File: config.mk
export PLATFORM = sky130hd
export DESIGN_NAME = spi_cmd_seq
export DESIGN_NICKNAME = d
export VERILOG_FILES = /design/src/rtl/spi_pkg.sv /design/src/rtl/spi_cmd_rom.sv /design/src/rtl/spi_cmd_seq.sv
export SDC_FILE = /design/constraint.sdc
export NUM_CORES = 1
export LEC_CHECK = 0
export CAP_MARGIN = 30
export CORE_MARGIN = 2
export CORE_UTILIZATION = 33
export DETAILED_ROUTE_END_ITERATION = 10
export DONT_BUFFER_PORTS = 1
export PLACE_DENSITY_LB_ADDON = 0.3
export SYNTH_ARGS = -nofsm -noshare
export SYNTH_HDL_FRONTEND = slang
export SYNTH_SLANG_ARGS = --single-unit
File: constraint.sdc
create_clock -name clock -period 2.85 [get_ports clock]
set_input_delay 0.285 -clock clock [delete_from_list [all_inputs] [get_ports clock]]
set_output_delay 0.285 -clock clock [all_outputs]
set_load 0.02 [all_outputs]
File: src/rtl/spi_pkg.sv
// Shared types and constants for the SPI command sequencer: command-word
// layout, opcodes, FSM state type and the command/expected-response tables.
package spi_pkg;

    localparam int OP_W      = 8;
    localparam int ADDR_W    = 8;
    localparam int DATA_W    = 8;
    localparam int CMD_W     = OP_W + ADDR_W + DATA_W;
    localparam int IDX_W     = 8;
    localparam int TBL_DEPTH = 8;

    localparam logic [OP_W-1:0] OP_WRITE = 8'h02;
    localparam logic [OP_W-1:0] OP_READ  = 8'h03;
    localparam logic [OP_W-1:0] OP_WRDI  = 8'h04;
    localparam logic [OP_W-1:0] OP_RDSR  = 8'h05;
    localparam logic [OP_W-1:0] OP_WREN  = 8'h06;

    typedef enum logic [1:0] {
        S_IDLE,
        S_RUN,
        S_DONE
    } state_t;

    // Runs longer than TBL_DEPTH wrap around the tables.
    localparam logic [CMD_W-1:0] CMD_TABLE [0:TBL_DEPTH-1] = '{
        {OP_WREN,  8'h00, 8'h00},
        {OP_WRITE, 8'h10, 8'hA5},
        {OP_WRITE, 8'h11, 8'h5A},
        {OP_RDSR,  8'h00, 8'h00},
        {OP_READ,  8'h10, 8'h00},
        {OP_READ,  8'h11, 8'h00},
        {OP_READ,  8'h12, 8'h00},
        {OP_WRDI,  8'h00, 8'h00}
    };

    localparam logic [DATA_W-1:0] EXP_TABLE [0:TBL_DEPTH-1] = '{
        8'h00, 8'h01, 8'h02, 8'h80, 8'hA5, 8'h5A, 8'h3C, 8'hC3
    };

endpackage

File: src/rtl/spi_cmd_rom.sv
// Combinational lookup of the command word and expected response byte
// for independent transmit and receive indices.
module spi_cmd_rom
    import spi_pkg::*;
(
    input  logic [IDX_W-1:0]  cmd_idx,
    input  logic [IDX_W-1:0]  exp_idx,
    output logic [CMD_W-1:0]  cmd_word,
    output logic [DATA_W-1:0] exp_byte
);

    localparam int TW = $clog2(TBL_DEPTH);

    logic [TW-1:0] cmd_sel;
    logic [TW-1:0] exp_sel;

    assign cmd_sel  = TW'(cmd_idx % IDX_W'(TBL_DEPTH));
    assign exp_sel  = TW'(exp_idx % IDX_W'(TBL_DEPTH));
    assign cmd_word = CMD_TABLE[cmd_sel];
    assign exp_byte = EXP_TABLE[exp_sel];

endmodule

File: src/rtl/spi_cmd_seq.sv
// Issues NUM_CMDS command words to the SPI command FIFO while concurrently
// draining and checking the response FIFO; aborts on response inactivity.
module spi_cmd_seq
    import spi_pkg::*;
#(
    parameter int NUM_CMDS    = 8,
    parameter int TIMEOUT_CYC = 4096
) (
    input  logic              clock,
    input  logic              reset,
    input  logic              start,
    output logic              busy,
    output logic              done,
    output logic              timeout,
    input  logic              in_full,
    output logic              in_wr_en,
    output logic [CMD_W-1:0]  in_din,
    input  logic              out_empty,
    output logic              out_rd_en,
    input  logic [DATA_W-1:0] out_dout,
    output logic [15:0]       err_count
);

    localparam int               TO_W    = $clog2(TIMEOUT_CYC + 1);
    localparam logic [IDX_W-1:0] N_IDX   = IDX_W'(NUM_CMDS);
    localparam logic [TO_W-1:0]  TO_LAST = TO_W'(TIMEOUT_CYC - 1);

    state_t            state, state_nxt;
    logic [IDX_W-1:0]  tx_idx, rx_idx;
    logic [TO_W-1:0]   to_cnt;
    logic [DATA_W-1:0] exp_byte;
    logic              start_ok, rx_last, to_hit;

    spi_cmd_rom u_rom (
        .cmd_idx  (tx_idx),
        .exp_idx  (rx_idx),
        .cmd_word (in_din),
        .exp_byte (exp_byte)
    );

    assign start_ok = start && (state != S_RUN);
    assign rx_last  = (rx_idx == N_IDX);
    assign busy     = (state == S_RUN);
    assign done     = (state == S_DONE);

    always_comb begin
        state_nxt = state;
        in_wr_en  = 1'b0;
        out_rd_en = 1'b0;
        to_hit    = 1'b0;
        case (state)
            S_IDLE, S_DONE: if (start) state_nxt = S_RUN;
            S_RUN: begin
                in_wr_en  = (tx_idx < N_IDX) && !in_full;
                out_rd_en = (rx_idx < N_IDX) && !out_empty;
                // Normal completion wins over a timeout landing in the same cycle.
                to_hit    = !rx_last && !out_rd_en && (to_cnt == TO_LAST);
                if (rx_last || to_hit) state_nxt = S_DONE;
            end
            default: state_nxt = S_IDLE;
        endcase
    end

    always_ff @(posedge clock) begin
        if (reset) begin
            state     <= S_IDLE;
            tx_idx    <= '0;
            rx_idx    <= '0;
            to_cnt    <= '0;
            err_count <= '0;
            timeout   <= 1'b0;
        end else begin
            state <= state_nxt;
            if (start_ok) begin
                tx_idx    <= '0;
                rx_idx    <= '0;
                to_cnt    <= '0;
                err_count <= '0;
                timeout   <= 1'b0;
            end else if (state == S_RUN) begin
                if (in_wr_en) tx_idx <= tx_idx + 1'b1;
                if (out_rd_en) begin
                    rx_idx <= rx_idx + 1'b1;
                    to_cnt <= '0;
                end else if (!rx_last) begin
                    to_cnt <= to_cnt + 1'b1;
                end
                if (out_rd_en && (out_dout != exp_byte) && (err_count != 16'hFFFF))
                    err_count <= err_count + 16'd1;
                if (to_hit) timeout <= 1'b1;
            end
        end
    end

endmodule
Yosys cells after proc, flatten, opt, wreduce, memory -nomap -nowiden

Memories as Yosys holds them, arrays and structs flattened.
Index checks and enable logic that the tools add are counted.

Reduce and logical (&&, ||, !) cells: 21
Muxes and demuxes: 12
$lt $le $gt $ge: 4
Add/sub/neg operators: 4
Bitwise logic cells: 2
Equality and inequality tests: 10

Operators with widths:

| cell                                                                     | count |
|---|---|
| 24-bit 2-to-1 mux                                                        | 2 |
| 13-bit 2-to-1 mux                                                        | 2 |
| 16-bit by 1-bit adder with 16-bit output (second input constant)         | 1 |
| 8-bit by 1-bit adder with 8-bit output (second input constant)           | 2 |
| 8-bit by 4-bit < comparator with 1-bit output (second input constant)    | 2 |
| 8-bit 2-to-1 mux                                                         | 2 |
| 16-bit inequality test (second input constant)                           | 1 |
| 13-bit by 1-bit adder with 13-bit output (second input constant)         | 1 |
| 13-bit by 12-bit equality test with 1-bit output (second input constant) | 1 |
| 2-bit AND reduction                                                      | 6 |
| 8-bit by 4-bit equality test with 1-bit output (second input constant)   | 1 |
| 4-bit greater-or-equal comparator (second input constant)                | 2 |
| 8-bit inequality test                                                    | 1 |
| 3-bit NOT with 4-bit output                                              | 2 |
| 1-bit logical AND                                                        | 7 |
| 1-bit logical NOT                                                        | 4 |
| 2-bit 2-to-1 mux                                                         | 2 |
| 2-bit by 1-bit inequality test with 1-bit output (second input constant) | 2 |
| 2-bit inequality test (second input constant)                            | 2 |
| 2-bit case mux with 2 select lines                                       | 1 |
| 2-bit OR reduction                                                       | 2 |
| 1-bit 2-to-1 mux                                                         | 3 |
| 2-bit by 1-bit equality test with 1-bit output (second input constant)   | 1 |
| 2-bit equality test (second input constant)                              | 1 |
| 2 further kinds                                                          | 2 |

Register bits after elaboration: 48
Output and inout bits: 45
Bits in read-only memories: 256
Input bits: 13
Memories kept: 2
Logic and storage cells: 61

Memories:

| memory          | words | bits a word | rd ports | clocked after Yosys merged registers in | write ports | RTL line          | RTL |
|---|---|---|---|---|---|---|---|
| (no name shown) | 8     | 24          | 1        | 0                                       | 0           | spi_cmd_rom.sv:19 | `assign cmd_word = CMD_TABLE[cmd_sel];` |
| (no name shown) | 8     | 8           | 1        | 0                                       | 0           | spi_cmd_rom.sv:20 | `assign exp_byte = EXP_TABLE[exp_sel];` |

Logic depth before layout (Yosys ltp)

Depth after elaboration: 8
Mapped depth: 9
Gate-level depth less buffers: 8

Cells and area by module

From an unflattened synthesis, not the netlist that was laid out.

Cells, all modules: 303
Area total of the unflattened synthesis: 2651.3 µm²

Modules (own cells, without submodules):

| module      | cells an instance | sequential area each (µm²) | instances | area an instance (µm²) |
|---|---|---|---|---|
| spi_cmd_seq | 253               | 960.9                      | 1         | 2264.7 |
| spi_cmd_rom | 50                | 0.0                        | 1         | 386.6 |

Worst setup path before layout

No wires, ideal clock.

Path type: register -> register
Start point: reg rx_idx[0]
End point: reg err_count[2]
Setup time: 0.116 ns
Path buffers: 1
Data required time: 2.734 ns
Stages on the path, launching flop included: 9
Period minus slack after synthesis: 2.154 ns
Slack: 0.696 ns
Arrival time: 2.038 ns
Cells stage by stage: dfxtp_1 -> inv_1 -> ha_1 -> nand2b_1 -> a21oi_1 -> o2111ai_1 -> o31a_2 -> buf_2 -> a31o_2

Longest elaborated chain between the ends: 8
Elaborated cells between the ends (all ways): 11
Classes of those cells: order compare (1); eq/ne (1); mux (3); bitwise (1); reduce/logical (4); memory (1)

Ends and longest elaborated chain:

| element                                             | RTL line          | RTL |
|---|---|---|
| start: declaration                                  | spi_cmd_seq.sv:29 | `logic [IDX_W-1:0] tx_idx, rx_idx;` |
| start signal: assignment                            | spi_cmd_seq.sv:83 | `rx_idx <= rx_idx + 1'b1;` |
| 3-bit NOT with 4-bit output (not written as such)   | spi_cmd_rom.sv:20 |  |
| memory 8 x 8 bit                                    | -                 |  |
| 8-bit 2-to-1 mux (not written as such) (2 in a row) | spi_cmd_rom.sv:20 |  |
| 8-bit inequality test                               | spi_cmd_seq.sv:88 | `if (out_rd_en && (out_dout != exp_byte) && (err_count != 16'hFFFF))` |
| 1-bit logical AND (*) (2 in a row)                  | spi_cmd_seq.sv:88 |  |
| 2-bit AND reduction (no source line) (*)            | -                 |  |
| end signal: assignment                              | spi_cmd_seq.sv:89 | `err_count <= err_count + 16'd1;` |
| end: declaration                                    | spi_cmd_seq.sv:21 | `output logic [15:0] err_count` |

Mark *: on every way between the ends. The rest lies on a longest branch, timed or not. The select of a mux whose other input is x is not followed.
A chain may end at the register's enable or synchronous reset.

Worst setup path in the final report

Start point: reg rx_idx[0]
End point: reg err_count[10]

The elaborated chain is that of the path after synthesis.

==> metrics.yaml <==
min_path:
  min_to: "state[1]"
  worstHoldPathCells: 1
  hold_start: "reset"
  min_path_type: "primary input to flop"
synthesis:
  synth_seq_cells: 48
  yosysWarnings: 0
  synth_top_cell_area_share: 0.369
  ys_types: 51
  synth_top_flop_cell: "dfxtp_1"
  ys_top_cells_by_area: "dfxtp_1, nor2_1, ha_1"
  avgSynthCellArea_um2: 8.63
  synth_edf_count: 0
  synth_top_area_cell: "dfxtp_1"
  netlist_instances: 302
  syn_area_um2: 2610
  async_flop_share: 0
  yosysSeqAreaShare: 0.369
grt:
  grt_pass1_vias: 1857
  grt_first_pass_wirelength_um: 8780
  overflow: 0
  track_usage: 0.128
  antenna_found_initial: 0
  grt_start_max_net_pins: 26
sta:
  max_freq_mhz: 400
  tightest_slew_ns: 0.786
  final.setup.tns_ns: 0
  setup_viol: 0
  relSlewSlack: 0.472
  hold_violations: 0
  drv_slew: 0
  finClkSkew_ns: 0.0100
  fin_crit_ns: 2.50
  rsz0062_at_grt: "no"
  fin_crit_sh: 0.878
setup_path:
  r2r_setup_slack_ns: 0.35
  end_kind: "flop"
  rr_startpoint: "rx_idx[0]"
  critical_path_arrival_ns: 2.73
  r2r_cells: 9
  crit_required_ns: 3.08
  reg2reg_to: "err_count[10]"
  crit_fanout: 12
  startpoint_type: "flop"
  worst-setup-path-type: "flop to flop"
place:
  dp_hpwl_um: 3840
  numPortBuffers: 0
  dp_cells: 392
  gp_congestion: 0.799
cts:
  cts_max_level: 2
  clockRootBuffer: "clkbuf_8"
  max-clock-path-buffers: 2
  cts_inserted_buffers: 5
  postCtsHoldBufs: 0
  cts.sinks: 48
  clk_latency_ns: 0.31
  cts_resized: 0
  cts_tree: "done"
  post_cts_buffers: 0
  clk_pin_slew_worst_paths_ns: 0.08
die:
  core_area_um2: 7690
  die_y_um: 92.9
  floorplan.initialDensity: 0.339
  die_area_um2: 8630
  dieWidth_um: 92.9
  row_count: 32
  io_pins: 58
final_layout:
  antennaDiodeCount: 0
  layout.nets: 321
  layout_common_cells: "dfxtp_1, nor2_1, nand2_1"
  final_cells: 400
  syn2layout_area_growth_pct: 3.79
  final_common_cell: "dfxtp_1"
  fillers: 803
  fin_util: 0.352
  drive_gt1_frac: 0.0940
route:
  vias_per_cell: 4.96
  routed_wirelength_um: 5290
  vias: 1984
  first_pass_iters: 4
  antenna_left: 0
  wire_per_inst_um: 13.2
  drt-initial-drc-count: 52
  drc: 0
outcome:
  outcome: "finished clean"
power_and_ir_drop:
  p_total_mw: 1.23
  leakage_nw: 1.06
  p_per_area_nw_per_um2: 455
  vdd_drop_max_mv: 0.260
run:
  cap_violations: 0
flip-flops by register name (all words and copies together) (netlist names):
| register | cells |
|---|---|
| tx_idx | 8 |
| state | 2 |
| timeout | 1 |
| rx_idx | 8 |
| err_count | 16 |
| to_cnt | 13 |
Yosys cell counts, types with 3 or more instances:
library cell,count
nand3_1,9
nand2_1,26
clkbuf_1,4
nor2b_1,5
xnor2_1,8
xor2_1,11
a21oi_1,12
a31o_2,3
nand4_1,9
a41oi_1,3
mux2i_1,7
or2_2,3
or3_1,3
dfxtp_1,48
a31oi_1,3
o21ai_0,7
nor2_1,40
buf_4,17
and2_1,9
nand2b_1,8
inv_1,14
or4_1,3
ha_1,11
buf_6,4
through the flow:
step / area, µm² / hold slack (ns) / setup WS, ns
6_report: 2710 / 0.0455 / 0.348
5_1_grt: 2710 / 0.0260 / 0.137
4_1_cts: 2710 / 0.0358 / 0.352
3_5_place_dp: 2620 / 0.360 / 0.369
3_3_place_gp: 2620 / 0.363 / 0.427
2_1_floorplan: 2640 / 0.357 / 0.696
area by class of cell:
type	count	area [µm²]	area share
clock buffers	8	90.1	0.0333
inverters	14	52.6	0.0194
multi-input cells	223	1440	0.531
flip-flops and latches	48	961	0.355
well taps	102	128	0.0472
repair buffers	5	37.5	0.0139
layer usage:
layer  part of all wire  up-vias  global-route usage
met2               0.46       61               0.205
li1                   -     1010                   -
met5                  0        -                   0
met1               0.46      901               0.158
met4              0.022        0              0.0600
met3              0.062       12              0.0374
worst max-delay path, cell delays in order (launching register included):
cell,delay (ns)
dfxtp_1,0.47
inv_1,0.13
ha_1,0.43
o21ai_0,0.12
o2bb2ai_1,0.15
a41oi_1,0.20
o31ai_1,0.11
buf_4,0.18
or4_1,0.50
a21oi_1,0.14
worst max-delay path by stage:
stage                     startpoint             to  slack (ns)  cells after the start
after CTS                  rx_idx[0]  err_count[10]        0.35                      9
final                      rx_idx[0]  err_count[10]        0.35                      9
after detailed placement   rx_idx[0]  err_count[10]        0.37                      9
after global routing       rx_idx[0]  err_count[10]        0.14                      9
after floorplan            rx_idx[0]   err_count[2]        0.70                      8
after global placement     rx_idx[0]  err_count[10]        0.43                      9
kinds of logic after synthesis:
| kind of cell | count (synthesis) | synth area share |
|---|---|---|
| AND/OR/NAND/NOR | 129 | 0.263 |
| flip-flops | 48 | 0.369 |
| AO/OA/AOI/OAI | 46 | 0.125 |
| buffers and inverters | 40 | 0.0940 |
| XOR/XNOR | 19 | 0.0638 |
| adder cells (fa/ha/maj) | 11 | 0.0528 |
| multiplexers | 8 | 0.0312 |
| other | 1 | 0.00144 |
power by group:
part	switching, mW	internal [mW]
clock network	0.222	0.198
logic	0.0931	0.0364
registers	0.00711	0.676
total	0.322	0.911
Note: power is estimated with default switching activity, not from simulation.
